<file path="src/rtl/sdram_arbiter_if.sv">
// rtl/sdram_arbiter_if.sv - bundle of requester ports A/B and SDRAM controller handshake
interface sdram_arbiter_if #(
  parameter int ADDR_W = 24,
  parameter int DATA_W = 32
);
  // Port A (CPU bus)
  logic              a_req;
  logic              a_we;
  logic [ADDR_W-1:0] a_addr;
  logic [DATA_W-1:0] a_wdata;
  logic [DATA_W-1:0] a_rdata;
  logic              a_ack;
  // Port B (video/DMA fetcher)
  logic              b_req;
  logic              b_we;
  logic [ADDR_W-1:0] b_addr;
  logic [DATA_W-1:0] b_wdata;
  logic [DATA_W-1:0] b_rdata;
  logic              b_ack;
  // Sticky abort flag
  logic              timeout_err;
  // Controller side
  logic              ctrl_init_done;
  logic              ctrl_busy;
  logic              ctrl_q_ready;
  logic [DATA_W-1:0] ctrl_q;
  logic              ctrl_start;
  logic              ctrl_we;
  logic [ADDR_W-1:0] ctrl_addr;
  logic [DATA_W-1:0] ctrl_d;

  // Environment view: requesters plus the controller model
  modport master (
    output a_req, a_we, a_addr, a_wdata,
    input  a_rdata, a_ack,
    output b_req, b_we, b_addr, b_wdata,
    input  b_rdata, b_ack,
    input  timeout_err,
    output ctrl_init_done, ctrl_busy, ctrl_q_ready, ctrl_q,
    input  ctrl_start, ctrl_we, ctrl_addr, ctrl_d
  );

  // Arbiter view
  modport slave (
    input  a_req, a_we, a_addr, a_wdata,
    output a_rdata, a_ack,
    input  b_req, b_we, b_addr, b_wdata,
    output b_rdata, b_ack,
    output timeout_err,
    input  ctrl_init_done, ctrl_busy, ctrl_q_ready, ctrl_q,
    output ctrl_start, ctrl_we, ctrl_addr, ctrl_d
  );
endinterface

</file>
<file path="src/rtl/sdram_arbiter.sv">
// rtl/sdram_arbiter.sv - two-port round-robin arbiter and handshake bridge to the SDRAM controller
module sdram_arbiter #(
  parameter int ADDR_W  = 24,
  parameter int DATA_W  = 32,
  parameter int TIMEOUT = 1023
) (
  input logic           clk,
  input logic           reset,
  sdram_arbiter_if.slave bus
);

  localparam int TW = (TIMEOUT < 2) ? 1 : $clog2(TIMEOUT + 1);
  // Last timer value before the abort fires: the abort lands on the TIMEOUT-th ISSUE cycle
  localparam logic [TW-1:0] TMAX = TW'((TIMEOUT > 0) ? (TIMEOUT - 1) : 0);

  typedef enum logic [2:0] {
    S_WAIT_INIT,
    S_IDLE,
    S_ISSUE,
    S_DONE,
    S_DRAIN
  } state_t;

  state_t            r_state, w_state_nxt;
  logic              r_last_grant, w_last_grant_nxt;  // 0 = A, 1 = B
  logic              r_gnt, w_gnt_nxt;                // port currently being served
  logic [TW-1:0]     r_timer, w_timer_nxt;
  logic              r_q_ready_d;
  logic              r_ctrl_start, w_ctrl_start_nxt;
  logic              r_ctrl_we, w_ctrl_we_nxt;
  logic [ADDR_W-1:0] r_ctrl_addr, w_ctrl_addr_nxt;
  logic [DATA_W-1:0] r_ctrl_d, w_ctrl_d_nxt;
  logic [DATA_W-1:0] r_a_rdata, w_a_rdata_nxt;
  logic [DATA_W-1:0] r_b_rdata, w_b_rdata_nxt;
  logic              r_a_ack, w_a_ack_nxt;
  logic              r_b_ack, w_b_ack_nxt;
  logic              r_timeout_err, w_timeout_err_nxt;

  logic              w_q_rise;
  logic              w_pick_b;
  logic              w_finish;
  logic              w_unused_busy;

  // Busy is diagnostic only; the handshake relies solely on q_ready
  assign w_unused_busy = bus.ctrl_busy;

  assign w_q_rise = bus.ctrl_q_ready & ~r_q_ready_d;
  // B wins when it is alone, or when both request and A was served last
  assign w_pick_b = bus.b_req & (~bus.a_req | ~r_last_grant);

  // State register and all registered outputs
  always_ff @(posedge clk) begin
    if (reset) begin
      r_state       <= S_WAIT_INIT;
      r_last_grant  <= 1'b1;
      r_gnt         <= 1'b0;
      r_timer       <= '0;
      r_q_ready_d   <= 1'b0;
      r_ctrl_start  <= 1'b0;
      r_ctrl_we     <= 1'b0;
      r_ctrl_addr   <= '0;
      r_ctrl_d      <= '0;
      r_a_rdata     <= '0;
      r_b_rdata     <= '0;
      r_a_ack       <= 1'b0;
      r_b_ack       <= 1'b0;
      r_timeout_err <= 1'b0;
    end else begin
      r_state       <= w_state_nxt;
      r_last_grant  <= w_last_grant_nxt;
      r_gnt         <= w_gnt_nxt;
      r_timer       <= w_timer_nxt;
      r_q_ready_d   <= bus.ctrl_q_ready;
      r_ctrl_start  <= w_ctrl_start_nxt;
      r_ctrl_we     <= w_ctrl_we_nxt;
      r_ctrl_addr   <= w_ctrl_addr_nxt;
      r_ctrl_d      <= w_ctrl_d_nxt;
      r_a_rdata     <= w_a_rdata_nxt;
      r_b_rdata     <= w_b_rdata_nxt;
      r_a_ack       <= w_a_ack_nxt;
      r_b_ack       <= w_b_ack_nxt;
      r_timeout_err <= w_timeout_err_nxt;
    end
  end

  // Next-state and output decode; acks default low so they only ever pulse
  always_comb begin
    w_state_nxt       = r_state;
    w_last_grant_nxt  = r_last_grant;
    w_gnt_nxt         = r_gnt;
    w_timer_nxt       = r_timer;
    w_ctrl_start_nxt  = r_ctrl_start;
    w_ctrl_we_nxt     = r_ctrl_we;
    w_ctrl_addr_nxt   = r_ctrl_addr;
    w_ctrl_d_nxt      = r_ctrl_d;
    w_a_rdata_nxt     = r_a_rdata;
    w_b_rdata_nxt     = r_b_rdata;
    w_a_ack_nxt       = 1'b0;
    w_b_ack_nxt       = 1'b0;
    w_timeout_err_nxt = r_timeout_err;
    w_finish          = 1'b0;

    case (r_state)
      S_WAIT_INIT: begin
        if (bus.ctrl_init_done) w_state_nxt = S_IDLE;
      end

      S_IDLE: begin
        if (bus.a_req || bus.b_req) begin
          w_gnt_nxt        = w_pick_b;
          w_ctrl_we_nxt    = w_pick_b ? bus.b_we    : bus.a_we;
          w_ctrl_addr_nxt  = w_pick_b ? bus.b_addr  : bus.a_addr;
          w_ctrl_d_nxt     = w_pick_b ? bus.b_wdata : bus.a_wdata;
          w_ctrl_start_nxt = 1'b1;
          w_timer_nxt      = '0;
          w_state_nxt      = S_ISSUE;
        end
      end

      S_ISSUE: begin
        if (w_q_rise) begin
          w_finish = 1'b1;
          if (!r_ctrl_we) begin
            if (r_gnt) w_b_rdata_nxt = bus.ctrl_q;
            else       w_a_rdata_nxt = bus.ctrl_q;
          end
        end else if ((TIMEOUT != 0) && (r_timer == TMAX)) begin
          // Abort with zero data so the requesting bus cannot deadlock
          w_finish          = 1'b1;
          w_timeout_err_nxt = 1'b1;
          if (r_gnt) w_b_rdata_nxt = '0;
          else       w_a_rdata_nxt = '0;
        end else begin
          w_timer_nxt = r_timer + TW'(1);
        end
        if (w_finish) begin
          w_ctrl_start_nxt = 1'b0;
          w_a_ack_nxt      = ~r_gnt;
          w_b_ack_nxt      = r_gnt;
          w_last_grant_nxt = r_gnt;
          w_state_nxt      = S_DONE;
        end
      end

      // Never re-arbitrate while the previous access's q_ready level is still up
      S_DONE, S_DRAIN: begin
        w_state_nxt = bus.ctrl_q_ready ? S_DRAIN : S_IDLE;
      end

      default: w_state_nxt = S_WAIT_INIT;
    endcase
  end

  assign bus.ctrl_start  = r_ctrl_start;
  assign bus.ctrl_we     = r_ctrl_we;
  assign bus.ctrl_addr   = r_ctrl_addr;
  assign bus.ctrl_d      = r_ctrl_d;
  assign bus.a_rdata     = r_a_rdata;
  assign bus.b_rdata     = r_b_rdata;
  assign bus.a_ack       = r_a_ack;
  assign bus.b_ack       = r_b_ack;
  assign bus.timeout_err = r_timeout_err;

endmodule

</file>
<file path="src/flat_wrapper.sv">
// flat-port wrapper written by rule: the top's interface ports become plain ports
module sdram_arbiter_flat 
#(
  parameter int ADDR_W  = 24,
  parameter int DATA_W  = 32,
  parameter int TIMEOUT = 1023
)
  (clk, reset, bus_a_req, bus_a_we, bus_a_addr, bus_a_wdata, bus_a_rdata, bus_a_ack, bus_b_req, bus_b_we, bus_b_addr, bus_b_wdata, bus_b_rdata, bus_b_ack, bus_timeout_err, bus_ctrl_init_done, bus_ctrl_busy, bus_ctrl_q_ready, bus_ctrl_q, bus_ctrl_start, bus_ctrl_we, bus_ctrl_addr, bus_ctrl_d);
  sdram_arbiter_if #(.ADDR_W(ADDR_W), .DATA_W(DATA_W)) bus_i ();
  input logic clk;
  input logic reset;
  input wire logic [$bits(bus_i.a_req)-1:0] bus_a_req;
  input wire logic [$bits(bus_i.a_we)-1:0] bus_a_we;
  input wire logic [$bits(bus_i.a_addr)-1:0] bus_a_addr;
  input wire logic [$bits(bus_i.a_wdata)-1:0] bus_a_wdata;
  output wire logic [$bits(bus_i.a_rdata)-1:0] bus_a_rdata;
  output wire logic [$bits(bus_i.a_ack)-1:0] bus_a_ack;
  input wire logic [$bits(bus_i.b_req)-1:0] bus_b_req;
  input wire logic [$bits(bus_i.b_we)-1:0] bus_b_we;
  input wire logic [$bits(bus_i.b_addr)-1:0] bus_b_addr;
  input wire logic [$bits(bus_i.b_wdata)-1:0] bus_b_wdata;
  output wire logic [$bits(bus_i.b_rdata)-1:0] bus_b_rdata;
  output wire logic [$bits(bus_i.b_ack)-1:0] bus_b_ack;
  output wire logic [$bits(bus_i.timeout_err)-1:0] bus_timeout_err;
  input wire logic [$bits(bus_i.ctrl_init_done)-1:0] bus_ctrl_init_done;
  input wire logic [$bits(bus_i.ctrl_busy)-1:0] bus_ctrl_busy;
  input wire logic [$bits(bus_i.ctrl_q_ready)-1:0] bus_ctrl_q_ready;
  input wire logic [$bits(bus_i.ctrl_q)-1:0] bus_ctrl_q;
  output wire logic [$bits(bus_i.ctrl_start)-1:0] bus_ctrl_start;
  output wire logic [$bits(bus_i.ctrl_we)-1:0] bus_ctrl_we;
  output wire logic [$bits(bus_i.ctrl_addr)-1:0] bus_ctrl_addr;
  output wire logic [$bits(bus_i.ctrl_d)-1:0] bus_ctrl_d;
  assign bus_i.a_req = bus_a_req;
  assign bus_i.a_we = bus_a_we;
  assign bus_i.a_addr = bus_a_addr;
  assign bus_i.a_wdata = bus_a_wdata;
  assign bus_a_rdata = bus_i.a_rdata;
  assign bus_a_ack = bus_i.a_ack;
  assign bus_i.b_req = bus_b_req;
  assign bus_i.b_we = bus_b_we;
  assign bus_i.b_addr = bus_b_addr;
  assign bus_i.b_wdata = bus_b_wdata;
  assign bus_b_rdata = bus_i.b_rdata;
  assign bus_b_ack = bus_i.b_ack;
  assign bus_timeout_err = bus_i.timeout_err;
  assign bus_i.ctrl_init_done = bus_ctrl_init_done;
  assign bus_i.ctrl_busy = bus_ctrl_busy;
  assign bus_i.ctrl_q_ready = bus_ctrl_q_ready;
  assign bus_i.ctrl_q = bus_ctrl_q;
  assign bus_ctrl_start = bus_i.ctrl_start;
  assign bus_ctrl_we = bus_i.ctrl_we;
  assign bus_ctrl_addr = bus_i.ctrl_addr;
  assign bus_ctrl_d = bus_i.ctrl_d;
  sdram_arbiter #(.ADDR_W(ADDR_W), .DATA_W(DATA_W), .TIMEOUT(TIMEOUT)) u_core (.clk(clk), .reset(reset), .bus(bus_i));
endmodule
</file>
<file path="config.mk">
export PLATFORM = sky130hd
export DESIGN_NAME = sdram_arbiter_flat
export DESIGN_NICKNAME = d
export VERILOG_FILES = /design/src/rtl/sdram_arbiter_if.sv /design/src/rtl/sdram_arbiter.sv /design/src/flat_wrapper.sv
export SDC_FILE = /design/constraint.sdc
export NUM_CORES = 1
export LEC_CHECK = 0
export CAP_MARGIN = 15
export CELL_PAD_IN_SITES_DETAIL_PLACEMENT = 1
export CELL_PAD_IN_SITES_GLOBAL_PLACEMENT = 2
export CORE_UTILIZATION = 26
export DETAILED_ROUTE_END_ITERATION = 6
export GPL_TIMING_DRIVEN = 0
export PLACE_DENSITY = 0.87
export SYNTH_ARGS = -nofsm -noshare
export SYNTH_HDL_FRONTEND = slang
export SYNTH_SLANG_ARGS = --single-unit
</file>
<file path="constraint.sdc">
create_clock -name clk -period 4.28 [get_ports clk]
set_input_delay 0.642 -clock clk [delete_from_list [all_inputs] [get_ports clk]]
set_output_delay 0.642 -clock clk [all_outputs]
set_load 0.05 [all_outputs]
</file>
==> results of run 1 <==
worst paths after layout:
| path | to | slack [ns] | cells after the start |
|---|---|---|---|
| worst max-delay path | u_core.bus.b_rdata[24] | 1.88 | 7 |
| worst min-delay path | u_core.bus.timeout_err | 0.47 | 2 |
| worst max register to register | u_core.r_timer[9] | 2.19 | 6 |
| worst min register to register | u_core.bus.timeout_err | 0.47 | 2 |
worst reg2reg max path, delay by kind of cell, from the launching register on:
family                   cells  cell delay [ns]
AO/OA/AOI/OAI                2             0.74
flip-flops                   1             0.40
adder cells (fa/ha/maj)      1             0.17
AND/OR/NAND/NOR              2             0.40
buffers and inverters        1             0.28
cell usage in the layout, fill, tap and decap left out, types with 4 or more instances in the layout:
cell type	count
sky130_fd_sc_hd__nor3_1	4
sky130_fd_sc_hd__nor2_1	68
sky130_fd_sc_hd__inv_1	6
sky130_fd_sc_hd__buf_2	10
sky130_fd_sc_hd__a21oi_1	11
sky130_fd_sc_hd__nand2_1	10
sky130_fd_sc_hd__clkdlybuf4s50_1	275
sky130_fd_sc_hd__buf_4	7
sky130_fd_sc_hd__or3_1	4
sky130_fd_sc_hd__nand2b_1	66
sky130_fd_sc_hd__nand3_1	6
sky130_fd_sc_hd__mux2i_1	121
sky130_fd_sc_hd__o21ai_0	4
sky130_fd_sc_hd__nand3b_1	30
sky130_fd_sc_hd__dfxtp_1	141
sky130_fd_sc_hd__buf_1	7
sky130_fd_sc_hd__inv_6	5
sky130_fd_sc_hd__clkbuf_1	29
sky130_fd_sc_hd__a211oi_1	57
sky130_fd_sc_hd__clkbuf_16	17
area by class of cell:
class / count / area, sq um / area share (%)
Buffer: 53 / 238 / 2.39
Clock inverter: 13 / 178 / 1.79
Clock buffer: 19 / 453 / 4.56
Tap cell: 313 / 392 / 3.94
Sequential cell: 141 / 2820 / 28.4
Multi-Input combinational cell: 423 / 3080 / 31.0
Inverter: 6 / 22.5 / 0.227
Timing Repair Buffer: 275 / 2750 / 27.7
kinds of logic after synthesis:
group	after synthesis
adders and majority gates	2
xor gates and xnor gates	1
muxes	121
and+or+nand+nor	210
buffers and inverters	59
AOI/OAI and AO/OA	89
DFF	141
flip-flops by register name, summed over array words and instances, names as in the netlist:
signal                  count
u_core.r_state              3
u_core.bus.ctrl_addr       24
u_core.bus.a_ack            1
u_core.bus.ctrl_start       1
u_core.bus.ctrl_d          32
u_core.bus.timeout_err      1
u_core.bus.b_rdata         32
u_core.r_timer             10
u_core.bus.b_ack            1
u_core.r_gnt                1
u_core.bus.a_rdata         32
u_core.r_last_grant         1
u_core.r_q_ready_d          1
u_core.bus.ctrl_we          1
power groups by stage:
stage | registers (mW) | clock network, mW | logic [mW]
after CTS | 1.45 | 1.62 | 0.984
after global routing | 1.45 | 1.68 | 1.04
after global placement | 1.47 | 0 | 0.976
after detailed placement | 1.48 | 0 | 0.981
after floorplan | 1.75 | 0 | 0.288
final | 1.45 | 1.58 | 0.969
per-layer routing:
layer | share of wire [%] | vias to the layer above | wire (um) | global-route usage, %
met1 | 44 | 2726 | 9150 | 21.6
li1 | - | 2799 | - | -
met5 | 0 | - | 0 | 0
met4 | 0.39 | 0 | 82 | 3.50
met2 | 48 | 207 | 10200 | 30.3
met3 | 7.7 | 5 | 1620 | 6.11
stage by stage:
stage / worst slack (ns) / utilization, % / instances
after detailed placement: 1.48 / 40.6 / 1211
after CTS: 1.91 / 43.4 / 1243
after floorplan: 2.36 / - / 623
after global placement: 1.43 / 40.6 / 1211
after global routing: 1.77 / 43.4 / 1243
final: 1.88 / 43.4 / 1243
==> flow_summary.json, run 1 <==
{
  "kind_of_end_point_of_the_critical_path": "flop",
  "p_leak_nw": 3.82,
  "crit_path_cell_trace": "clkdlybuf4s50_1 > nor2b_1 > buf_2 > o41ai_2 > nand3_1 > buf_4 > mux2i_1",
  "floorplan.rows": 55,
  "largest_family_of_logic_cells_by_synthesized_area": "multiplexers",
  "number_of_register_bits_inferred_by_synthesis": 141,
  "worst_setup_path_startpoint": "bus_ctrl_q_ready",
  "vias_per_inst": 4.62,
  "floorplan.die_area_sq_mm": 0.0243,
  "timing.setup.critical_path_class": "in2reg",
  "hpwlAfterDp_mm": 16.3,
  "post_drt_wl_per_cell_um": 16.9,
  "post-synth-top-area-fraction_pct": 45.8,
  "rsz0062_at_grt": "false",
  "core-area_sq_mm": 0.0229,
  "timing.hold.worst.class": "reg2reg",
  "final_cell_area_sq_mm": 0.00994,
  "antenna_violations_before_repair": 0,
  "grt_max_degree": 17,
  "synth-xor-area-share_pct": 0.142,
  "finalHoldWorstSlack_ns": 0.469,
  "post_synth_adder_cell_area_pct": 0.406,
  "most_common_cell_in_the_synthesized_netlist": "sky130_fd_sc_hd__dfxtp_1",
  "clock_sinks": 141,
  "slew_violations": 0,
  "cts_setup_buffers": 0,
  "timing.critical_path.from_type": "input port",
  "worst_hold_launch": "u_core.bus.timeout_err",
  "report.final.setup_viol": 0,
  "die-width_um": 156,
  "clkSlewWorstSetupHoldPaths_ns": 0.06,
  "detail-route-antenna-nets": 0,
  "routability_congestion_estimate": 0.746,
  "port_buffers": 275,
  "syn2layout_area_growth_pct": 61.2,
  "yosys.area.top_type": "sky130_fd_sc_hd__dfxtp_1",
  "maximum_fanout_encountered_on_the_critical_timing_path": 10,
  "timing.final.hold_violations": 0,
  "cts.repair.resized": 0,
  "postSynth.topFlopCell": "sky130_fd_sc_hd__dfxtp_1",
  "synthesis.area_sq_mm": 0.00616,
  "tightest_slew_ns": 0.929,
  "maximum_count_of_clock_buffers_along_a_single_path": 2,
  "synth_nets": 778,
  "count_of_filler_cells_inserted_in_the_layout": 2578,
  "global_route_wire_length_before_repair_mm": 33.3,
  "die_h_um": 156,
  "worstPathRequired_ns": 4.57,
  "timing.rr.start": "u_core.r_timer[1]",
  "drive_above_1_share_pct": 6.02,
  "synth.area.mux_share_pct": 19.6,
  "cts_tree": "done",
  "power.switching_mw": 1.24,
  "cp_top_family": "buffers and inverters",
  "hold_bufs_at_cts": 0,
  "clock_skew_ns": 0.00964,
  "cts_bufs_inserted": 17,
  "ir_worst_vdd_mv": 0.168,
  "synth_compound_gate_area_share_pct": 10.7,
  "power_per_cell_area_mw_per_mm2": 401,
  "insertedDiodeCount": 0,
  "clock-root-buffer": "sky130_fd_sc_hd__clkbuf_16",
  "netlist_instances": 623,
  "synth.top_cells.by_count": "sky130_fd_sc_hd__dfxtp_1, sky130_fd_sc_hd__mux2i_1, sky130_fd_sc_hd__nor2_1, sky130_fd_sc_hd__nand2b_1, sky130_fd_sc_hd__a211oi_1",
  "fin_crit_sh_pct": 56.0,
  "total_power_consumption_of_the_routed_design_mw": 3.99,
  "synth.yosys.warnings": 0,
  "wirelength_mm": 21.0,
  "htreeDepth": 4,
  "power_frac_comb_pct": 24.3,
  "via_count": 5737,
  "grt_use_total_pct": 17.8,
  "grt_pass1_vias": 5994,
  "finalCriticalPeriod_ns": 2.40,
  "fmax_mhz": 417,
  "power.switching_fraction_pct": 31.0,
  "drv_cap": 0,
  "yosys-top-cells-area": "sky130_fd_sc_hd__dfxtp_1, sky130_fd_sc_hd__mux2i_1, sky130_fd_sc_hd__a211oi_1, sky130_fd_sc_hd__nand2b_1, sky130_fd_sc_hd__nor2_1",
  "synth_sequential_area_ratio_pct": 45.8,
  "synth-edff-count": 0,
  "clk_lat_worst_skew_ns": 0.42,
  "status": "finished, final reports clean",
  "synth_async_sr_flop_share_pct": 0,
  "worstPathBufferInverterCount": 3,
  "worst_slew_margin_rel_pct": 36.4,
  "synthesized_area_per_cell_sq_um": 9.90,
  "drcViolationCount": 0,
  "arrival_ns": 2.69,
  "grt_remaining_overflow": 0,
  "share_clk_of_total_power_pct": 39.5,
  "final.setup.tns_ns": 0,
  "netlist-cell-type-count": 45,
  "first_iter_violations": 166,
  "yosys.area_share.simple_pct": 19.1,
  "post_dp_cell_area_sq_mm": 0.00931,
  "cell_internal_pwr_mw": 2.75,
  "drt-pass1-iter-count": 4,
  "critical-path-max-stage-delay_ns": 0.52,
  "pin_count": 278,
  "crit_slowest_cell": "sky130_fd_sc_hd__clkdlybuf4s50_1",
  "design.final.nets": 1072,
  "p_seq_share_pct": 36.2,
  "initial_core_util_pct": 26.9
}
No activity file was read; power rests on OpenSTA's default activity.
==> inputs of run 2 (changes only) <==
--- a/config.mk
+++ b/config.mk
@@ -8,10 +8,10 @@
 export CAP_MARGIN = 15
 export CELL_PAD_IN_SITES_DETAIL_PLACEMENT = 1
 export CELL_PAD_IN_SITES_GLOBAL_PLACEMENT = 2
-export CORE_UTILIZATION = 26
+export CORE_UTILIZATION = 22
 export DETAILED_ROUTE_END_ITERATION = 6
 export GPL_TIMING_DRIVEN = 0
-export PLACE_DENSITY = 0.87
+export PLACE_DENSITY = 0.78
 export SYNTH_ARGS = -nofsm -noshare
 export SYNTH_HDL_FRONTEND = slang
 export SYNTH_SLANG_ARGS = --single-unit
==> constraint.sdc (replaced) <==
create_clock -name clk -period 2 [get_ports clk]
set_input_delay 0.3 -clock clk [delete_from_list [all_inputs] [get_ports clk]]
set_output_delay 0.3 -clock clk [all_outputs]
set_load 0.05 [all_outputs]
==> flow_summary.json, run 2 (synthesis results as in run 1) <==
{
  "grt_max_degree": 17,
  "worstRegToRegCells": 7,
  "layout.area.seq_sq_mm": 0.00282,
  "kind_of_end_point_of_the_critical_path": "output port",
  "crit_path_cell_trace": "clkdlybuf4s50_1",
  "first_iter_violations": 160,
  "report.final.setup_viol": 0,
  "maximum_count_of_clock_buffers_along_a_single_path": 2,
  "most-common-layout-cells": "sky130_fd_sc_hd__clkdlybuf4s50_1, sky130_fd_sc_hd__dfxtp_1, sky130_fd_sc_hd__mux2i_1",
  "maximum_fanout_encountered_on_the_critical_timing_path": 2,
  "insertedDiodeCount": 0,
  "routability_congestion_estimate": 0.762,
  "critical-path-max-stage-delay_ns": 0.85,
  "worst_slew_margin_rel_pct": 54.6,
  "power_per_cell_area_mw_per_mm2": 841,
  "fin_crit_sh_pct": 96.4,
  "timing.hold.worst.class": "in2reg",
  "finalCriticalPeriod_ns": 1.93,
  "detail-route-antenna-nets": 0,
  "worst_hold_launch": "reset",
  "setup_slack_ns": 0.0729,
  "cp_top_family": "buffers and inverters",
  "wl_met2_mm": 10.1,
  "global_route_wire_length_before_repair_mm": 35.0,
  "clock-root-buffer": "sky130_fd_sc_hd__clkbuf_16",
  "count_of_filler_cells_inserted_in_the_layout": 3037,
  "htreeDepth": 4,
  "status": "finished, final reports clean",
  "drive_above_1_share_pct": 8.55,
  "crit_slowest_cell": "sky130_fd_sc_hd__clkdlybuf4s50_1",
  "drt-pass1-iter-count": 4,
  "worstPathBufferInverterCount": 1,
  "design.final.nets": 1079,
  "hpwlAfterDp_mm": 17.1,
  "ir_worst_vdd_mv": 0.523,
  "capture_endpoint_of_the_worst_hold_path": "u_core.r_q_ready_d",
  "clock_sinks": 141,
  "cts_tree": "done",
  "timing.rr.start": "u_core.r_timer[0]",
  "die-width_um": 169,
  "reg2reg_setup_slack_ns": 0.15,
  "p_leak_nw": 3.91,
  "r2r_end": "u_core.r_last_grant",
  "pre_cts_ws_ns": -0.477,
  "finish.utilization_pct": 37.1,
  "multi_input_area_sq_mm": 0.00314,
  "total_power_consumption_of_the_routed_design_mw": 8.51,
  "post_drt_wl_per_cell_um": 17.1,
  "floorplan.rows": 60,
  "post_dp_cell_area_sq_mm": 0.00938,
  "syn2layout_area_growth_pct": 64.2,
  "timing.setup.critical_path_class": "reg2out",
  "pin_count": 278,
  "tightest_slew_ns": 0.681,
  "clk_lat_worst_skew_ns": 0.42,
  "grt_use_total_pct": 16.0,
  "antenna_violations_before_repair": 0,
  "drv_cap": 0,
  "dr.max_layer_used": "met4",
  "core-area_sq_mm": 0.0273,
  "via_count": 5745,
  "grt_remaining_overflow": 0,
  "port_buffers": 275,
  "wirelength_mm": 22.3,
  "drcViolationCount": 0,
  "holdPathStages": 2,
  "fmax_mhz": 519,
  "wl_met1_mm": 10.0,
  "grt_pass1_vias": 6073,
  "slew_violations": 0,
  "vias_per_inst": 4.39,
  "floorplan.die_area_sq_mm": 0.0287,
  "timing.final.hold_violations": 0,
  "wl_met3_mm": 1.83,
  "cts_bufs_inserted": 17,
  "die_h_um": 169,
  "worstPathRequired_ns": 1.70,
  "arrival_ns": 1.63,
  "timing.critical_path.from_type": "flop",
  "initial_core_util_pct": 22.6,
  "final_common_cell": "sky130_fd_sc_hd__clkdlybuf4s50_1",
  "clkSlewWorstSetupHoldPaths_ns": 0.07,
  "final_cell_area_sq_mm": 0.0101,
  "clock_skew_ns": 0.0119
}
==> run 2: cell count changes in the layout (fill, tap and decap cells not counted), moves of 3 or more <==
cell	delta
sky130_fd_sc_hd__clkbuf_1	-5
sky130_fd_sc_hd__buf_1	-6
sky130_fd_sc_hd__clkdlybuf4s50_1	-3
sky130_fd_sc_hd__clkbuf_2	+8
sky130_fd_sc_hd__buf_4	+9
==> run 2: cell type report <==
type	instances	area share [%]
tap	372	4.60
sequential	141	27.9
inverter	6	0.223
multi-input combinational	423	31.0
clock inverter	12	1.58
clock buffer	19	4.38
timing repair buffer	282	27.7
buffer	53	2.60
==> run 2: stage by stage <==
step	instances	setup TNS (ns)	hold slack, ns
floorplan	623	0	0.449
finish	1308	0	0.360
CTS	1301	-0.00289	0.362
global placement	1270	-46.78	0.454
global route	1308	-0.00891	0.394
detailed placement	1270	-47.65	0.461
==> run 2: worst max-delay path by stage <==
stage	cells after the start	end	start	slack, ns
floorplan	5	u_core.bus.b_rdata[0]	u_core.bus.ctrl_we	0.25
global placement	7	u_core.bus.b_rdata[3]	bus_ctrl_q_ready	-0.46
detailed placement	7	u_core.bus.b_rdata[7]	bus_ctrl_q_ready	-0.48
CTS	7	u_core.bus.a_rdata[14]	bus_ctrl_q_ready	-0.002
global route	8	u_core.r_timer[5]	u_core.r_timer[0]	-0.009
finish	1	bus_ctrl_addr[9]	u_core.bus.ctrl_addr[9]	0.07
==> run 2: where the power goes <==
part | switching (mW) | internal, mW | leakage (nW) | total, mW
clock network | 1.29 | 2.00 | 0.283 | 3.30
logic | 1.26 | 0.852 | 2.48 | 2.11
registers | 0.110 | 2.99 | 1.15 | 3.10
total | 2.66 | 5.85 | 3.91 | 8.51
==> run 2: layer usage <==
layer,GRT usage [%],vias up
met5,0,-
met4,5.21,0
met3,5.48,26
met2,25.6,231
met1,19.9,2671
li1,-,2817
==> run 2: timing repair <==
action                                  in CTS  in global routing
buffers inserted                             0                  7
endpoints found under the setup margin      57                114
pin swaps                                    1                  3
hold buffers                                 0                  0
gates resized for setup                     12                 25
==> patch: new RTL, config.mk and constraints of run 2 <==
Encoding of `state_t`: now one-hot (5 bits for 5 states).
--- a/src/rtl/sdram_arbiter.sv
+++ b/src/rtl/sdram_arbiter.sv
@@ -13,12 +13,12 @@
   // Last timer value before the abort fires: the abort lands on the TIMEOUT-th ISSUE cycle
   localparam logic [TW-1:0] TMAX = TW'((TIMEOUT > 0) ? (TIMEOUT - 1) : 0);
 
-  typedef enum logic [2:0] {
-    S_WAIT_INIT,
-    S_IDLE,
-    S_ISSUE,
-    S_DONE,
-    S_DRAIN
+  typedef enum logic [4:0] {
+    S_WAIT_INIT = 5'b00001,
+    S_IDLE      = 5'b00010,
+    S_ISSUE     = 5'b00100,
+    S_DONE      = 5'b01000,
+    S_DRAIN     = 5'b10000
   } state_t;
 
   state_t            r_state, w_state_nxt;
Behaviour: same outputs for any inputs over 4 cycles, from zero or initial values and one cycle with reset high; so few cycles prove little.
==> patch against run 2 <==
Sequential cell count increased by 2; global-route usage is 0.35 points lower; cell area increased by 3.5%; final cell count up 2.4%; setup slack got worse by 0.013 ns; first-iteration DRC count rose by 26%; core utilization rose by 0.38 points; wire length grew 3.7%; fmax decreased by 0.65%; critical path type is now reg -> reg; hold slack gained 0.11 ns; area after synthesis up 1.9%; power down 8.1%; combinational power down 32%.
==> patch: results (changes against run 2) <==
Outcome
  – Status: completed

Cells and area
  – Ant. Diodes: 0 (unchanged)
  – Layout cell share with drive strength beyond 1: 0.09469 (+0.009223)
  – Layout Nets: 1,103 (+2.2%)

Critical path
  – Critical Path Start: u_core.r_timer[0]$_SDFFE_PP0P_
  – Critical path arrival: 2.24 ns (+0.61 ns)
  – Worst flop-to-flop path endpoint: u_core.bus.b_rdata[24]$_SDFFE_PP0P_
  – Reg2reg setup slack: 0.06 ns (-0.09 ns)
  – R2R cell count: 8 (+1)
  – Worst-path fanout max: 6 (+4)

Place
  – Placer's final routability congestion estimate: 0.7855 (+3.2%)
  – Pre-CTS setup slack: -0.8671 ns (-0.3903 ns)
  – Final HPWL DP: 17.59 mm (+2.9%)
  – Number of port buffers: 276 (+0.36%)

Global routing
  – First-pass GRT wire length: 34.62 mm (-0.97%)
  – GRT Util Overall: 0.1560 (-0.003530)
  – Number of global-route vias before repair: 6,100 (+0.44%)
  – Largest net degree at the start of global routing: 17 (unchanged)
  – Initial antenna violation count: 1 (+1)

Clocking
  – Root Buffer: clkbuf_16
  – Clk_lat worst skew: 0.42 ns (about the same)
  – Hold buffers post-CTS: 0 (unchanged)
  – H-tree Lvls: 4 (unchanged)
  – Clk slew on worst S/H paths: 0.07 ns (about the same)
  – TritonCTS Buffers: 17 (unchanged)

Synth
  – Syn_nets: 796 (+2.3%)
  – YS warnings: 0 (unchanged)
  – Post-synth EDFFs: 0 (unchanged)
  – Distinct cells, synth: 40 (-11%)
  – Seq/Total Area, Yosys: 0.4558 (-0.002108)
  – Commonest cells in the netlist: dfxtp_1 (143), mux2i_1 (121), nor2_1 (71)
  – Largest cells by area after synthesis: dfxtp_1 (46%), mux2i_1 (19%), a211oi_1 (6.8%)

Worst hold path
  – Worst hold path class: in -> reg
  – Hold path start: bus_ctrl_q[30]
  – Worst hold path endpoint: u_core.bus.b_rdata[30]$_SDFFE_PP0P_
  – Hold Crit Depth: 3 (+1)

Routing
  – Antenna-violating nets left: 0 (unchanged)
  – Vias: 5,919 (+3.0%)
  – 1st-iter DRT viols: 202 (+26%)
  – Drt first pass iters: 4 (unchanged)
  – Post-DR wirelength/cell: 17.28 µm (+1.3%)

Power and ir drop
  – Sw Pwr: 2.223 mW (-16%)
  – P_leak: 4.029 nW (+3.1%)
  – Worst VDD drop: 0.0004979 V (-4.8%)

STA
  – Rel. slew slack: 0.6106 (+0.06443)
  – Clock Skew: 0.01076 ns (-0.001144 ns)
patch: power groups by stage:
stage | combinational, mW | clock, mW | sequential [mW]
after CTS | 1.42 | 3.47 | 3.02
final | 1.43 | 3.38 | 3.02
after global placement | 1.41 | 0 | 3.08
after global routing | 1.53 | 3.57 | 3.03
after floorplan | 0.437 | 0 | 3.38
after detailed placement | 1.41 | 0 | 3.08
patch: what timing repair did:
item | in CTS | in global routing
buffers inserted | 1 | 7
pin swaps | 1 | 7
cloned | 0 | 4
resized for setup | 20 | 62
setup endpoints to repair | 129 | 121
patch: cell type report:
cell class | instances | area (µm²)
fill | 3152 | 17460
multi-input combinational | 442 | 3217
timing repair buffer | 288 | 2924
sequential | 143 | 2870
tap | 378 | 473.0
clock buffer | 19 | 432.9
buffer | 52 | 365.4
clock inverter | 13 | 178.9
inverter | 4 | 17.52
patch: worst max path at each step:
stage                                           to  slack, ns  depth (start not counted)
2_1_floorplan       u_core.r_timer[8]$_SDFFE_PP0P_       0.20                          5
3_3_place_gp    u_core.bus.ctrl_d[11]$_SDFFE_PP0P_      -0.83                          5
3_5_place_dp    u_core.bus.ctrl_d[11]$_SDFFE_PP0P_      -0.87                          5
4_1_cts         u_core.bus.ctrl_d[14]$_SDFFE_PP0P_      0.003                          7
5_1_grt        u_core.bus.b_rdata[24]$_SDFFE_PP0P_      -0.05                          6
6_report       u_core.bus.b_rdata[24]$_SDFFE_PP0P_       0.06                          8
patch: worst max-delay path, cell delays in order (launching register included):
cell     delay (ns)
dfxtp_4        0.36
inv_4          0.06
ha_4           0.11
nand4_1        0.20
o41ai_2        0.47
nand3_1        0.16
buf_6          0.18
buf_12         0.14
mux2i_2        0.15
patch: stage by stage:
step	instances	util	hold WS (ns)	TNS, ns	instance area [µm²]
after floorplan	641	-	0.4282	0	6281
after global placement	1295	0.3407	0.4608	-88.74	9517
after detailed placement	1295	0.3407	0.4664	-90.64	9517
after CTS	1328	0.3643	0.4502	0	10180
after global routing	1339	0.3751	0.4643	-1.171	10480
final	1339	0.3751	0.4675	0	10480
patch: cells by family (layout without fill, tap and decap cells):
family	Yosys count	count (layout)	synth area share
multiplexers	122	122	0.1946
AND/OR/NAND/NOR	223	223	0.1986
flip-flops	143	143	0.4558
XOR/XNOR	2	2	0.002789
AO/OA/AOI/OAI	93	93	0.1062
buffers and inverters	56	376	0.03805
adder cells (fa/ha/maj)	2	2	0.003983
patch: per-layer routing:
metal  share of wire  track usage
met5               0            0
met4          0.0057      0.03494
met3           0.089      0.06014
met2            0.47       0.2589
met1            0.43       0.1891
